$ cat src/rtl/word_mem.sv
// Word-organised scratch memory with write counting, running XOR checksum and sticky bad-address capture.
// Reads are combinational (zero latency); writes commit on the clock edge and are never stalled.
module word_mem #(
    parameter int          DEPTH     = 4,
    parameter logic [31:0] INIT_BASE = 32'h0000_0001
) (
    input  logic        clk,
    input  logic        nrst,
    input  logic        wr_en,
    input  logic        lock,
    input  logic [31:0] addr,
    input  logic [31:0] data_in,
    output logic [31:0] data_out,
    output logic [15:0] wr_count,
    output logic [31:0] checksum,
    output logic        err,
    output logic [31:0] err_addr
);
    localparam int AW = $clog2(DEPTH);

    function automatic logic [31:0] rotl(input logic [31:0] x, input int n);
        int s;
        s = n % 32;
        if (s == 0)
            return x;
        return (x << s) | (x >> (32 - s));
    endfunction

    function automatic logic [31:0] reset_sum();
        logic [31:0] acc;
        acc = '0;
        for (int i = 0; i < DEPTH; i++)
            acc = acc ^ rotl(INIT_BASE, i);
        return acc;
    endfunction

    localparam logic [31:0] RESET_SUM = reset_sum();

    logic [31:0]   mem [DEPTH];
    logic          addr_ok;
    logic [AW-1:0] idx;
    logic          wr_ok;
    logic          wr_bad;

    // Valid only when word-aligned and every bit above the index field is zero.
    assign addr_ok = (addr[1:0] == 2'b00) && (addr[31:AW+2] == '0);
    assign idx     = addr[AW+1:2];
    assign wr_ok   = wr_en && !lock && addr_ok;
    assign wr_bad  = wr_en && !lock && !addr_ok;

    assign data_out = addr_ok ? mem[idx] : 32'h0;

    always_ff @(posedge clk or negedge nrst) begin
        if (!nrst) begin
            for (int i = 0; i < DEPTH; i++)
                mem[i] <= rotl(INIT_BASE, i);
        end else if (wr_ok) begin
            mem[idx] <= data_in;
        end
    end

    always_ff @(posedge clk or negedge nrst) begin
        if (!nrst) begin
            wr_count <= '0;
            checksum <= RESET_SUM;
            err      <= 1'b0;
            err_addr <= '0;
        end else begin
            if (wr_ok) begin
                // Old word leaves the checksum, new word enters it.
                checksum <= checksum ^ mem[idx] ^ data_in;
                if (wr_count != 16'hFFFF)
                    wr_count <= wr_count + 16'd1;
            end
            if (wr_bad) begin
                err <= 1'b1;
                if (!err)
                    err_addr <= addr;
            end
        end
    end
endmodule

$ cat config.mk
export PLATFORM = sky130hd
export DESIGN_NAME = word_mem
export DESIGN_NICKNAME = d
export VERILOG_FILES = /design/src/rtl/word_mem.sv
export SDC_FILE = /design/constraint.sdc
export NUM_CORES = 1
export LEC_CHECK = 0
export ABC_CLOCK_PERIOD_IN_PS = 4000
export CAP_MARGIN = 0
export CORE_ASPECT_RATIO = 1.4
export CORE_MARGIN = 2
export CORE_UTILIZATION = 50
export CTS_BUF_LIST = sky130_fd_sc_hd__clkbuf_4 sky130_fd_sc_hd__clkbuf_8 sky130_fd_sc_hd__clkbuf_16
export DETAILED_ROUTE_END_ITERATION = 7
export HOLD_SLACK_MARGIN = 0.15
export PLACE_DENSITY_LB_ADDON = 0.2
export SLEW_MARGIN = 20
export SYNTH_ARGS = -nofsm -noshare
export SYNTH_HDL_FRONTEND = slang
export SYNTH_SLANG_ARGS = --single-unit
$ cat constraint.sdc
create_clock -name clk -period 4 [get_ports clk]
set_input_delay 0.4 -clock clk [delete_from_list [all_inputs] [get_ports clk]]
set_output_delay 0.4 -clock clk [all_outputs]
set_load 0.02 [all_outputs]
==> results by group, run 1 <==
Min path
  – Worst Hold Class: register to register
  – Worst Hold Depth: 1

Critical path
  – Critical Path Fanout Max: 35
  – FF-to-FF path depth: 6
  – Critical path arrival: 2.90 ns
  – Worst Setup End Kind: output port
  – CP Launch Type: input pin
  – CP Data Required Time: roughly 3.6 ns
  – Critical path class: input pin to output port

Yosys
  – Syn Area/Cell: 14.8 µm²
  – Post-synth cell types: 32
  – Synthesized area: around 0.0094 mm²
  – Synthesized netlist cell count: between 600 and 700
  – Syn. warnings: 0
  – Net Count, Synth: a little over 700
  – Sequential area share after synthesis: 0.557
  – EDFF count, synth: 0
  – FF+latch count, synth: roughly 210
  – Asr flop ratio synth: 1.00
  – Top_reg_cell synth: dfrtp_1

Clocking
  – CTS tree: built
  – H-tree depth: 1
  – CTS Buffer Depth: 3
  – Total CTS buffers: 21
  – Clock latency on the worst-skew pair: approximately 0.5 ns
  – Clk slew on worst S/H paths: roughly 0.060 ns
  – CTS Root Cell: clkbuf_16
  – Cts repair resizes: 0
  – Clock sinks: about 210

Floorplan
  – Die W: between 100 and 150 µm
  – Chip height: between 150 and 200 µm
  – Std-Cell Rows: between 50 and 60
  – # IOs: about 180
  – Initial Util: 0.508
  – Die ar.: between 0.015 and 0.02 mm²
  – Core Area: about 0.019 mm²

STA
  – Worst-Margin Slew: 1.03 ns
  – Max Fclk: approximately 300 MHz
  – Final slew viol count: 0
  – Hold Violations, Final: 0
  – Hold slack: around 0.47 ns
  – Final setup fails: 0
  – Clock Skews: between 0.01 and 0.015 ns
  – Worst slew margin: 0.311
  – Final Cycle Share: 0.825
  – Setup Total Neg Slack: 0 ns
  – RSZ-0062 raised after global routing: false
  – Final min period: roughly 3.3 ns

Route
  – Vias per cell: ~5.4
  – Final WL: roughly 20 mm
  – Drt drc: 0
  – Post-route ant nets: 0
  – DR iter-0 viols: 190
  – Wire length per cell: 19.0 µm
  – Routed vias: approximately 5800
  – Drt pass-1 iters: 4

Global route
  – Antenna violations before repair: 1
  – Final global-route overflow total: 0
  – Vias in the first global route: approximately 6500
  – First-pass GRT wire length: roughly 34 mm
  – GRT Util Overall: 0.215
  – Largest net degree at the start of global routing: approximately 120

Placed design
  – HPWL after DPL: ~14 mm
  – IO buf count: 180
  – Routability congestion estimate from global placement: ~0.76

Job
  – Max-cap viol count: 0

Power and ir drop
  – Total power divided by cell area: around 370 mW/mm²
  – P_leak: 0.00569 µW
  – Peak supply drop: approximately 320 µV

Run status
  – Outcome: finished, final reports clean

Final layout
  – Commonest cells after routing, fill and taps aside: 201 x dfrtp_1, 177 x clkdlybuf4s50_1, 131 x mux2_2
  – Layout cell share with drive strength beyond 1: 0.308
  – Area grow syn2layout: 29.6%
  – Final #Nets: about 890
  – Commonest non-fill, non-tap cell in the layout: dfrtp_1
[cell type report]
cell class | count | area, µm²
fillers | 1378 | 6330
flip-flops and latches | 209 | 5240
multi-input cells | 395 | 4020
repair buffers | 195 | 1960
clock buffers | 29 | 611
well taps | 244 | 305
clock inverters | 6 | 58.8
diodes | 2 | 5.00
[cell usage after synthesis, types with 4 or more instances]
master	number	area, µm²
xor2_1	37	324
dfstp_2	8	210
and2_1	32	200
mux2_2	131	1480
nor4_1	9	56.3
xnor2_1	39	342
nand2_1	36	135
clkbuf_1	18	67.6
nor2_1	6	22.5
mux2_4	30	450
or3_1	4	25.0
buf_2	10	50.1
and3_1	5	31.3
dfrtp_1	201	5030
nand4_1	8	50.1
nand3_1	7	35.0
mux4_2	32	721
[metal layers]
| metal | routed length [µm] | track usage | up-vias | share of wire |
|---|---|---|---|---|
| li1 | - | - | 2636 | - |
| met4 | 429 | 0.0619 | 0 | 0.021 |
| met5 | 0 | 0 | - | 0 |
| met3 | 835 | 0.0292 | 35 | 0.041 |
| met1 | 8380 | 0.269 | 2995 | 0.41 |
| met2 | 10900 | 0.388 | 163 | 0.53 |
[kinds of logic after synthesis]
logic type,after synthesis,share of synthesized area
buffers and inverters,34,0.0173
DFF,209,0.557
adders and majority gates,1,0.00133
xor gates and xnor gates,76,0.0707
AOI/OAI and AO/OA,5,0.00306
muxes,195,0.284
and+or+nand+nor,118,0.0673
[through the flow]
stage / worst slack (ns) / util / cell area, µm² / power (µW) / std cells
6_report: 0.699 / 0.658 / 12200 / 4550 / 1080
3_3_place_gp: 0.504 / 0.622 / 11500 / 2670 / 1042
3_5_place_dp: 0.508 / 0.622 / 11500 / 2680 / 1042
5_1_grt: 0.457 / 0.658 / 12200 / 4730 / 1079
4_1_cts: 0.647 / 0.658 / 12200 / 4610 / 1078
2_1_floorplan: 1.63 / - / 9410 / 2400 / 638
[power by group]
group,switching [µW],internal [µW]
combinational,213,221
clock,785,1130
sequential,27.5,2170
[registers in the layout, summed over array words and instances (netlist names)]
name / flops
checksum: 32
err_addr: 32
err: 1
wr_count: 16
mem: 128
[worst paths after layout]
| path | from | endpoint | slack, ns |
|---|---|---|---|
| worst max-delay path | addr[26] | data_out[3] | 0.70 |
| worst min-delay path | checksum[21] | checksum[21] | 0.47 |
| worst max register to register | wr_count[0] | wr_count[1] | 2.08 |
| worst min register to register | checksum[21] | checksum[21] | 0.47 |
| max in group asynchronous | nrst | mem[34] | 2.47 |
| min in group asynchronous | nrst | checksum[26] | 0.58 |
[worst max-delay path, cell delays in order]
cell and delay [ns]:
clkdlybuf4s50_1 0.44, nor4_1 0.37, nand4_1 0.32, nor2_2 0.17, buf_4 0.35, and2_1 0.22, clkdlybuf4s50_1 0.62
[timing repair]
action | CTS | global route
hold buffers | 1 | 0
setup buffers | 0 | 0
endpoints found under the hold margin | 106 | 0
No activity file was read; power rests on OpenSTA's default activity.
==> run 2, diff against run 1 <==
--- a/config.mk
+++ b/config.mk
@@ -5,7 +5,7 @@
 export SDC_FILE = /design/constraint.sdc
 export NUM_CORES = 1
 export LEC_CHECK = 0
-export ABC_CLOCK_PERIOD_IN_PS = 4000
+export ABC_CLOCK_PERIOD_IN_PS = 3400
 export CAP_MARGIN = 0
 export CORE_ASPECT_RATIO = 1.4
 export CORE_MARGIN = 2
==> constraint.sdc (replaced) <==
create_clock -name clk -period 3.4 [get_ports clk]
set_input_delay 0.34 -clock clk [delete_from_list [all_inputs] [get_ports clk]]
set_output_delay 0.34 -clock clk [all_outputs]
set_load 0.02 [all_outputs]
==> run 2 against run 1 <==
Wire length rose by 2.9%. Count of clock-buffer cells in the layout fell by 3. Sequential share of layout area fell by 0.29 points. Die area did not move. Power rose by 19%. Hold slack got worse by 0.040 ns. Utilization rose by 0.45 points. Global-route usage rose by 0.16 points. Non-clock buffer count rose by 6.
==> results by group, run 2 (synthesis results as in run 1) <==
Power and ir drop
  – Peak supply drop: 408 µV
  – P_leak: 0.00572 µW
  – Total power divided by cell area: 441 mW/mm²

STA
  – Final min period: 3.12 ns
  – Final Cycle Share: 0.919
  – Final setup fails: 0
  – RSZ-0062 raised after global routing: false
  – Worst slew margin: 0.486
  – Worst-Margin Slew: a little under 0.8 ns
  – Hold Violations, Final: 0
  – Clock Skews: between 0.009 and 0.01 ns
  – Setup Total Neg Slack: 0 ns
  – Max Fclk: 320 MHz
  – Final slew viol count: 0

Global route
  – First-pass GRT wire length: about 34 mm
  – GRT Util Overall: 0.217
  – Final global-route overflow total: 0
  – Vias in the first global route: around 6500
  – Antenna violations before repair: 1
  – Largest net degree at the start of global routing: 75

Final layout
  – Biggest regs: mem x128, checksum x32, err_addr x32
  – Commonest non-fill, non-tap cell in the layout: dfrtp_1
  – Final #Nets: between 800 and 900
  – Max FFs per register: approximately 130
  – Layout cell share with drive strength beyond 1: 0.315
  – Commonest cells after routing, fill and taps aside: 201 x dfrtp_1, 177 x clkdlybuf4s50_1, 131 x mux2_2
  – Fillers: between 1000 and 1500
  – Largest reg by FF count: mem
  – Area grow syn2layout: 30.5%
  – Non-filler cells, final: around 1100

Clocking
  – Clock sinks: ~210
  – CTS tree: built
  – Clk slew on worst S/H paths: around 0.06 ns
  – H-tree depth: 1
  – Cts repair resizes: 0
  – Total CTS buffers: 21
  – Clock latency on the worst-skew pair: about 0.49 ns
  – CTS Buffer Depth: 3
  – CTS Root Cell: clkbuf_16

Floorplan
  – # IOs: about 180
  – Std-Cell Rows: 59
  – Die ar.: 0.0200 mm²
  – Chip height: between 150 and 200 µm
  – Core Area: about 0.019 mm²
  – Die W: 120 µm
  – Initial Util: 0.508

Route
  – Vias per cell: 5.38
  – Post-route ant nets: 0
  – Metal-1 WL: 8.19 mm
  – Routed vias: between 5000 and 6000
  – Highest routing layer actually used: met4
  – Routed wl met2: around 12 mm
  – Drt drc: 0
  – Wire length per cell: 19.5 µm
  – Drt pass-1 iters: 4
  – DR iter-0 viols: roughly 210
  – Final WL: 21.2 mm
  – Met3 wire length: about 940 µm

Critical path
  – Critical path class: input pin to output port
  – CP Launch Type: input pin
  – Critical Path Fanout Max: 34
  – CP Data Required Time: between 3 and 4 ns
  – Critical path arrival: between 2 and 3 ns
  – Worst Setup End Kind: output port

Job
  – Max-cap viol count: 0

Run status
  – Outcome: finished, final reports clean

Placed design
  – IO buf count: 180
  – HPWL after DPL: approximately 15 mm
  – Routability congestion estimate from global placement: 0.797
  – Dpl cells: roughly 1000

Min path
  – Worst Hold Class: input pin to async pin
## run 2: changes by cell type in the layout (fill, tap and decap cells not counted), sizes merged
cell,change
clkbuf,-3
bufinv,+1
diode,-1
clkinvlp,+3
inv,-1
buf,+6
clkinv,+2
## run 2: final cells by class
type / count / area (µm²) / share of cell area
flip-flops and latches: 209 / 5240 / 0.427
clock inverters: 11 / 116 / 0.00947
multi-input cells: 395 / 4020 / 0.327
well taps: 244 / 305 / 0.0249
repair buffers: 201 / 2020 / 0.164
diodes: 1 / 2.50 / 0.000204
clock buffers: 26 / 582 / 0.0474
## run 2: worst max-delay path, stage by stage
cell,delay (ns)
clkdlybuf4s50_1,0.44
nor4_1,0.40
nand4_1,0.36
nor2_2,0.24
buf_12,0.21
and2_1,0.17
clkdlybuf4s50_1,0.61
## run 2: worst paths after layout
kind	from	to	slack (ns)	depth (start not counted)
setup / recovery	addr[13]	data_out[11]	0.28	7
hold / removal	nrst	checksum[24]	0.43	2
setup reg to reg	wr_count[0]	wr_count[1]	1.49	6
hold reg to reg	checksum[28]	checksum[28]	0.47	1
max in group asynchronous	nrst	checksum[0]	2.04	3
min in group clk	checksum[28]	checksum[28]	0.47	1
## run 2: timing repair
action,4_1_cts,5_1_grt
hold endpoints to repair,71,0
hold buffers,1,0
buffers inserted,0,0
## run 2: through the flow
step                      worst slack, ns  instance area [µm²]   util  total power, µW  hold WS [ns]
after floorplan                      1.09                 9410      -             2820        0.0444
after global placement              0.260                11600  0.625             3140         0.387
after detailed placement            0.203                11600  0.625             3150         0.398
after CTS                           0.220                12300  0.663             5490         0.463
after global routing                0.131                12300  0.663             5630         0.487
final                               0.275                12300  0.663             5420         0.427
## run 2: where the power goes
part | internal, µW | switching (µW)
registers | 2560 | 33.5
logic | 262 | 252
clock network | 1370 | 945
## run 2: layer usage
layer	GRT usage	vias up
met5	0	-
met2	0.404	156
met3	0.0285	32
met1	0.260	3026
li1	-	2632
met4	0.0598	0
